### src/rtl/running_man_pkg.sv
// Shared constants for the running-man controller: state encodings, man geometry
// and floor rows.
package running_man_pkg;

  typedef logic [2:0] state_t;

  localparam state_t S_FLOORS = 3'd0;
  localparam state_t S_LOAD   = 3'd1;
  localparam state_t S_DRAW   = 3'd2;
  localparam state_t S_HOLD   = 3'd3;
  localparam state_t S_ERASE  = 3'd4;
  localparam state_t S_UPDATE = 3'd5;

  localparam logic [7:0]        X_POS    = 8'd30;
  localparam logic [6:0]        GROUND_Y = 7'd108;
  localparam logic [6:0]        CEIL_Y   = 7'd80;
  localparam logic signed [4:0] JUMP_V   = 5'sd6;

  localparam logic [6:0] FLOOR_TOP_ROW = 7'd35;
  localparam logic [6:0] FLOOR_MID_ROW = 7'd75;
  localparam logic [6:0] FLOOR_BOT_ROW = 7'd115;

endpackage

### src/rtl/running_man_ctrl_frame_timer.sv
// Frame hold counter: counts enabled cycles and pulses done on the last one
// of every FRAME_CYCLES-long window.
module frame_timer #(
  parameter int FRAME_CYCLES = 833333
) (
  input  logic clk,
  input  logic reset_n,
  input  logic clear,
  input  logic enable,
  output logic done
);

  localparam int W = (FRAME_CYCLES > 1) ? $clog2(FRAME_CYCLES) : 1;
  localparam logic [W-1:0] LAST = W'(FRAME_CYCLES - 1);

  logic [W-1:0] count;

  always_ff @(posedge clk) begin
    if (!reset_n || clear)
      count <= '0;
    else if (enable)
      count <= (count == LAST) ? '0 : count + 1'b1;
  end

  assign done = enable && (count == LAST);

endmodule

### src/rtl/running_man_ctrl.sv
// Frame sequencer for the running-man datapath: floors once, then draw/hold/erase/update.
// Crouch support is compiled in only when RUNNING_MAN_CROUCH_EN is defined.
module running_man_ctrl
  import running_man_pkg::*;
#(
  parameter int FRAME_CYCLES = 833333
) (
  input  logic       clk,
  input  logic       reset_n,
  input  logic       jump,
  input  logic       crouch,
  input  logic       draw_floors_finish,
  input  logic       draw_man_finish,
  input  logic       erase_finish,
  output logic       drawing_floors,
  output logic       draw_man,
  output logic       erase,
  output logic       plot,
  output logic       ld_x,
  output logic       ld_y,
  output logic       ld_man_style,
  output logic [7:0] x_out,
  output logic [6:0] y_out,
  output logic       man_style
);

  state_t            state, state_next;
  logic [6:0]        y_reg, y_next;
  logic signed [4:0] vel_reg, vel_next, vel_inc;
  logic signed [7:0] y_sum;
  logic              style_reg, style_next;
  logic              grounded;
  logic              hold_done;

  frame_timer #(.FRAME_CYCLES(FRAME_CYCLES)) u_frame_timer (
    .clk     (clk),
    .reset_n (reset_n),
    .clear   ((state == S_DRAW) && draw_man_finish),
    .enable  (state == S_HOLD),
    .done    (hold_done)
  );

  always_comb begin
    state_next = state;
    case (state)
      S_FLOORS: if (draw_floors_finish) state_next = S_LOAD;
      S_LOAD:   state_next = S_DRAW;
      S_DRAW:   if (draw_man_finish) state_next = S_HOLD;
      S_HOLD:   if (hold_done) state_next = S_ERASE;
      S_ERASE:  if (erase_finish) state_next = S_UPDATE;
      S_UPDATE: state_next = S_DRAW;
      default:  state_next = S_FLOORS;
    endcase
  end

  // Velocity steps before position, so an airborne frame moves by the new speed.
  always_comb begin
    grounded   = (y_reg == GROUND_Y) && (vel_reg == 5'sd0);
    vel_inc    = vel_reg + 5'sd1;
    y_sum      = $signed({1'b0, y_reg}) + $signed({{3{vel_inc[4]}}, vel_inc});
    y_next     = y_reg;
    vel_next   = vel_reg;
    style_next = 1'b1;
    if (grounded && jump) begin
      vel_next = -JUMP_V;
      y_next   = y_reg - 7'(JUMP_V);
    end else if (!grounded) begin
      vel_next = vel_inc;
      if (y_sum >= $signed({1'b0, GROUND_Y})) begin
        y_next   = GROUND_Y;
        vel_next = 5'sd0;
      end else if (y_sum < $signed({1'b0, CEIL_Y})) begin
        y_next = CEIL_Y;
      end else begin
        y_next = y_sum[6:0];
      end
    end
`ifdef RUNNING_MAN_CROUCH_EN
    style_next = !(grounded && crouch && !jump);
`endif
  end

`ifndef RUNNING_MAN_CROUCH_EN
  logic unused_crouch;
  assign unused_crouch = crouch;
`endif

  always_ff @(posedge clk) begin
    if (!reset_n) begin
      state     <= S_FLOORS;
      y_reg     <= GROUND_Y;
      vel_reg   <= 5'sd0;
      style_reg <= 1'b1;
    end else begin
      state <= state_next;
      if (state == S_LOAD) begin
        y_reg     <= GROUND_Y;
        vel_reg   <= 5'sd0;
        style_reg <= 1'b1;
      end else if (state == S_UPDATE) begin
        y_reg     <= y_next;
        vel_reg   <= vel_next;
        style_reg <= style_next;
      end
    end
  end

  assign drawing_floors = (state == S_FLOORS);
  assign draw_man       = (state == S_DRAW);
  assign erase          = (state == S_ERASE);
  assign plot           = drawing_floors | draw_man | erase;
  assign ld_x           = (state == S_LOAD) || (state == S_UPDATE);
  assign ld_y           = ld_x;
  assign ld_man_style   = ld_x;
  assign x_out          = X_POS;
  assign y_out          = y_reg;
  assign man_style      = style_reg;

endmodule
### config.mk
export PLATFORM = sky130hd
export DESIGN_NAME = running_man_ctrl
export DESIGN_NICKNAME = d
export VERILOG_FILES = /design/src/rtl/running_man_pkg.sv /design/src/rtl/running_man_ctrl_frame_timer.sv /design/src/rtl/running_man_ctrl.sv
export SDC_FILE = /design/constraint.sdc
export NUM_CORES = 1
export LEC_CHECK = 0
export CAP_MARGIN = 20
export CORE_UTILIZATION = 40
export CTS_BUF_LIST = sky130_fd_sc_hd__clkbuf_8 sky130_fd_sc_hd__clkbuf_16
export DETAILED_ROUTE_END_ITERATION = 6
export PLACE_DENSITY = 0.65
export SLEW_MARGIN = 20
export SYNTH_ARGS = -nofsm -noshare
export SYNTH_HDL_FRONTEND = slang
export SYNTH_SLANG_ARGS = --single-unit
### constraint.sdc
create_clock -name clk -period 3.5 [get_ports clk]
set_input_delay 0.7 -clock clk [delete_from_list [all_inputs] [get_ports clk]]
set_output_delay 0.7 -clock clk [all_outputs]
set_load 0.03 [all_outputs]
Yosys cells after proc, flatten, opt, wreduce, memory -nomap -nowiden

Index checks and enable logic that the tools add are counted.
Widths: inputs -> output; s select.

Bits of input ports: 7
Register bits: 35
Output and inout port bits: 23

Mux-type cells: 13
Reductions and logical operators: 13
Magnitude comparators: 2
Eq/ne operators: 12
Bitwise gates (word level): 3
$add $sub $neg: 4

Operators by type and width:

| operator              | count |
|---|---|
| $mux 7                | 4 |
| $add 20x1->20 const B | 1 |
| $eq 20x20->1 const B  | 1 |
| $mux 20               | 1 |
| $mux 5                | 3 |
| $pmux 3 s5            | 1 |
| $mux 3                | 4 |
| $add 8x5->8           | 1 |
| $ge 8x8->1 const B    | 1 |
| $lt 8x8->1 const B    | 1 |
| $ne 2x2->1 const B    | 4 |
| $eq 7x7->1 const B    | 1 |
| $sub 7x3->7 const B   | 1 |
| $eq 3x2->1 const B    | 2 |
| $eq 3x3->1 const B    | 2 |
| $add 5x2->5 const B   | 1 |
| $logic_not 5->1       | 1 |
| $logic_and 1x1->1     | 4 |
| $reduce_and 4->1      | 1 |
| $reduce_or 2->1       | 2 |
| $eq 3x1->1 const B    | 1 |
| $logic_not 3->1       | 1 |
| $logic_or 1x1->1      | 2 |
| $ne 2x1->1 const B    | 1 |
| other kinds (4)       | 5 |

Longest topological paths before layout

Gate-level depths: netlist (run 1).

Depth after elaboration: 7
Depth in mapped cells: 10

By module

A second synthesis (run 1) with hierarchy kept.

Cell total of the unflattened synthesis: 287
Area total of the unflattened synthesis: 2,408.6 um^2

Modules (own cells, without submodules):

| module           | cells an instance | area an instance (um^2) | instances |
|---|---|---|---|
| running_man_ctrl | 169               | 1,396.3                 | 1 |
| frame_timer      | 118               | 1,012.2                 | 1 |

Worst setup path after synthesis (run 1)

No wires, ideal clock.

Path kind: register to register
From: reg vel_reg[0]
To: reg y_reg[2], in the netlist y_out[2]
Library setup time: 122 ps
Required time: 3,378 ps
Setup slack: 820 ps
Arrival: 2,558 ps
Stages on the path, launching flop included: 11
Period minus slack after synthesis: 2,680 ps
Path through: dfxtp_1 -> ha_1 -> nand3_1 -> xnor2_1 -> ha_1 -> nor4b_1 -> a2111oi_2 -> nand3_1 -> nand2b_1 -> o221ai_1 -> a221o_1

Word-level cells in the longest chain between the ends: 7

RTL lines:

| what                   | RTL line                | text |
|---|---|---|
| start, declared        | running_man_ctrl.sv:29  | `logic signed [4:0] vel_reg, vel_next, vel_inc;` |
| start signal, assigned | running_man_ctrl.sv:102 | `vel_reg <= vel_next;` |
| $add 5x2->5            | running_man_ctrl.sv:59  | `vel_inc = vel_reg + 5'sd1;` |
| $add 8x5->8            | running_man_ctrl.sv:60  | `y_sum = $signed({1'b0, y_reg}) + $signed({{3{vel_inc[4]}}, vel_inc});` |
| $lt 8x8->1             | running_man_ctrl.sv:72  | `end else if (y_sum < $signed({1'b0, CEIL_Y})) begin` |
| $mux 7                 | running_man_ctrl.sv:72  |  |
| $mux 7                 | running_man_ctrl.sv:69  | `if (y_sum >= $signed({1'b0, GROUND_Y})) begin` |
| $mux 7                 | running_man_ctrl.sv:67  | `end else if (!grounded) begin` |
| $mux 7                 | running_man_ctrl.sv:64  | `if (grounded && jump) begin` |
| end signal, assigned   | running_man_ctrl.sv:101 | `y_reg <= y_next;` |
| end, declared          | running_man_ctrl.sv:28  | `logic [6:0] y_reg, y_next;` |

Parallel ways exist; a longest one is shown, timed or not. The select of a mux whose other input is x is not followed.
A chain may end at the register's enable or synchronous reset.

Final worst setup path (run 1)

Ends and elaborated chain as after synthesis.

==> impl_metrics.env, run 1 <==
export IMPL_cp_end_kind="flop"
export IMPL_worst_endpoint_required_ns=3.66
export IMPL_crit_type="flop to flop"
export IMPL_power_share_combinational=0.122
export IMPL_skew_ns=0.0100
export IMPL_hold_buffers=0
export IMPL_start_util=0.423
export IMPL_rsz0062_at_grt="no"
export IMPL_synthCells=289
export IMPL_final_nets=326
export IMPL_core_area_mm2=0.00564
export IMPL_final_setup_viol_count=0
export IMPL_period_minus_slack_ns=3.02
export IMPL_async_flop_share=0
export IMPL_ios=30
export IMPL_syn_avg_cell_area_um2=8.26
export IMPL_cts_tree="yes"
export IMPL_cp_top_family="compound AO/OA/AOI/OAI gates"
export IMPL_reg2reg_depth=10
export IMPL_hold_start="u_frame_timer.count[16]"
export IMPL_cap_violations=0
export IMPL_crit_path_cell_trace="ha_1 -> nand3_1 -> xnor2_1 -> ha_1 -> nor4b_1 -> a2111oi_2 -> nand3_1 -> nand2b_1 -> o221ai_1 -> a221o_1"
export IMPL_portBuffers=19
export IMPL_die_height_um=79.3
export IMPL_area_delta_synth_final_pct=13.2
export IMPL_min_to="u_frame_timer.count[16]"
export IMPL_synthDistinctLibCells=62
export IMPL_overflow=0
export IMPL_cp_num_buf_inv=0
export IMPL_rr_endpoint="y_out[2]"
export IMPL_r2r_start="vel_reg[0]"
export IMPL_cts_resized_gates=0
export IMPL_slew_headroom=0.450
export IMPL_start_kind="flop"
export IMPL_grt_total_usage=0.186
export IMPL_peakVddDrop_v=0.000240
export IMPL_wl_per_cell_um=13.9
export IMPL_cts_root_buf="clkbuf_8"
export IMPL_arrival_ns=3.19
export IMPL_cellPowerDensity_mw_per_mm2=327
export IMPL_grt_max_degree=14
export IMPL_fin_setup_tns_ns=0
export IMPL_routed_via_count=2105
export IMPL_fillerInstances=551
export IMPL_placed_area_mm2=0.00259
export IMPL_power_internal_mw=0.651
export IMPL_final_max_slew_viol_count=0
export IMPL_hold_depth=2
export IMPL_design_area_mm2=0.00270
export IMPL_grt_pass1_vias=1979
export IMPL_ant_nets=0
export IMPL_fin_crit_sh=0.864
export IMPL_ys_seq_area_frac=0.294
export IMPL_r2r_slack_ns=0.48
export IMPL_tightest_slew_ns=0.816
export IMPL_synth_main_ff_cell="dfxtp_1"
export IMPL_ys_ff_latch=35
export IMPL_clockBufferDepth=2
export IMPL_antenna_found_initial=0
export IMPL_drt_iter0_markers=108
export IMPL_n_antenna_cell=0
export IMPL_swShare=0.265
export IMPL_crit_slowest_cell="ha_1"
export IMPL_grt_pass1_wl_um=9330
export IMPL_p_seq_frac=0.465
export IMPL_clkPwrFrac=0.413
export IMPL_dp_hpwl_um=3930
export IMPL_synth_top_cells_by_area="dfxtp_1, ha_1, nor2_1"
export IMPL_clk_pin_slew_worst_paths_ns=0.08
export IMPL_synth_edf_count=0
export IMPL_p_leak_nw=0.996
export IMPL_h_tree_depth=2
export IMPL_numCtsBuffers=5
export IMPL_drt_vias_per_instance=5.57
export IMPL_cts_sinks=35
export IMPL_clock_fmax_mhz=331
export IMPL_clock_latency_ns=0.28
export IMPL_wirelength_um=5240
export IMPL_netlist_area_mm2=0.00239
export IMPL_synth_top_cell_area_share=0.294
export IMPL_place_congestion=0.905
export IMPL_path_max_fanout=8
export IMPL_run_status="completed"
export IMPL_hold_class="flop to flop"
export IMPL_post_cts_buffers=0
export IMPL_die_w_um=79.3
export IMPL_largest_reg_flops=20
export IMPL_yosysTopAreaCell="dfxtp_1"
export IMPL_drc=0
export IMPL_ys_warn_count=0
export IMPL_p_sw_mw=0.234
export IMPL_hold_violations=0
export IMPL_first_pass_iters=4
export IMPL_slowest_delay_ns=0.39
export IMPL_worst_path_stages=10
export IMPL_layout_drive_gt1_share=0.0752
export IMPL_row_count=27
export IMPL_die_area_mm2=0.00628
[cell usage after synthesis (5+ instances only)]
cell / instances
ha_1: 13
nand4_1: 7
nand3_1: 15
nand2_1: 23
buf_4: 11
xor2_1: 5
dfxtp_1: 35
nor2_1: 29
inv_1: 9
o21ai_0: 14
xnor2_1: 11
nor3_1: 12
or3_1: 5
a21oi_1: 19
[logic make-up after synthesis]
logic type,share of synthesized area
AO/OA/AOI/OAI,0.201
XOR/XNOR,0.0587
adder cells (fa/ha/maj),0.0765
buffers and inverters,0.0613
flip-flops,0.294
multiplexers,0.00419
other,0.00315
AND/OR/NAND/NOR,0.302
[per-layer routing]
| layer | global-route usage | share of wire | vias up |
|---|---|---|---|
| li1 | - | - | 1079 |
| met1 | 0.262 | 0.53 | 987 |
| met2 | 0.290 | 0.43 | 37 |
| met3 | 0.0299 | 0.027 | 2 |
| met4 | 0.0564 | 0.0055 | 0 |
| met5 | 0 | 0 | - |
[how the worst max path moves through the flow]
stage,from,to,slack [ns]
after detailed placement,vel_reg[0],y_out[2],0.51
after global placement,vel_reg[0],y_out[3],0.55
after floorplan,vel_reg[0],y_out[2],0.82
after CTS,vel_reg[0],y_out[2],0.49
final,vel_reg[0],y_out[2],0.48
after global routing,vel_reg[0],y_out[2],0.29
[final cells by class]
class / count / area, µm² / area share
sequential: 35 / 701 / 0.259
multi-input combinational: 234 / 1570 / 0.580
inverter: 9 / 33.8 / 0.0125
tap: 72 / 90.1 / 0.0333
timing repair buffer: 20 / 198 / 0.0732
clock buffer: 5 / 68.8 / 0.0255
clock inverter: 3 / 43.8 / 0.0162
[per-stage QoR]
step | hold slack (ns) | total power, mW | std cells | setup WS (ns) | util
floorplan | 0.453 | 0.505 | 296 | 0.820 | -
global placement | 0.475 | 0.529 | 370 | 0.549 | 0.459
detailed placement | 0.487 | 0.528 | 370 | 0.510 | 0.459
CTS | 0.497 | 0.895 | 378 | 0.492 | 0.479
global route | 0.515 | 0.922 | 378 | 0.287 | 0.479
finish | 0.494 | 0.885 | 378 | 0.477 | 0.479
[placed cells by master, fill, tap and decap left out, types with 4 or more instances in the layout]
| cell type | synthesis | final |
|---|---|---|
| nor3_1 | 12 | 12 |
| nand2_1 | 23 | 23 |
| dfxtp_1 | 35 | 35 |
| xor2_1 | 5 | 5 |
| a21oi_1 | 19 | 19 |
| xnor2_1 | 11 | 11 |
| nor2_1 | 29 | 29 |
| nand3_1 | 15 | 15 |
| inv_1 | 9 | 9 |
| and3_1 | 4 | 4 |
| clkbuf_8 | 0 | 5 |
| o21ai_0 | 14 | 14 |
| a211oi_1 | 4 | 4 |
| conb_1 | 2 | 9 |
| nand4_1 | 7 | 7 |
| or3_1 | 5 | 5 |
| clkdlybuf4s50_1 | 0 | 19 |
| ha_1 | 13 | 13 |
[worst register-to-register path: cells and delay by family, from the launching register on]
family	cells	cell delay, ns
flops	1	0.37
compound gates	3	0.88
xor+xnor	1	0.32
fa+ha+maj	2	0.59
simple gates	4	0.75
[power by group through the flow]
| stage | sequential, mW | clock (mW) | combinational (mW) |
|---|---|---|---|
| floorplan | 0.413 | 0 | 0.0926 |
| global placement | 0.421 | 0 | 0.109 |
| detailed placement | 0.420 | 0 | 0.108 |
| CTS | 0.411 | 0.375 | 0.109 |
| global route | 0.412 | 0.392 | 0.117 |
| finish | 0.411 | 0.365 | 0.108 |
No activity file was read; power rests on OpenSTA's default activity.
==> inputs of run 2 (changes only) <==
ABC_CLOCK_PERIOD_IN_PS = 3500   (was default)
==> results of run 2 <==
The final DEF is identical to that of run 1; final timing and power are the same.
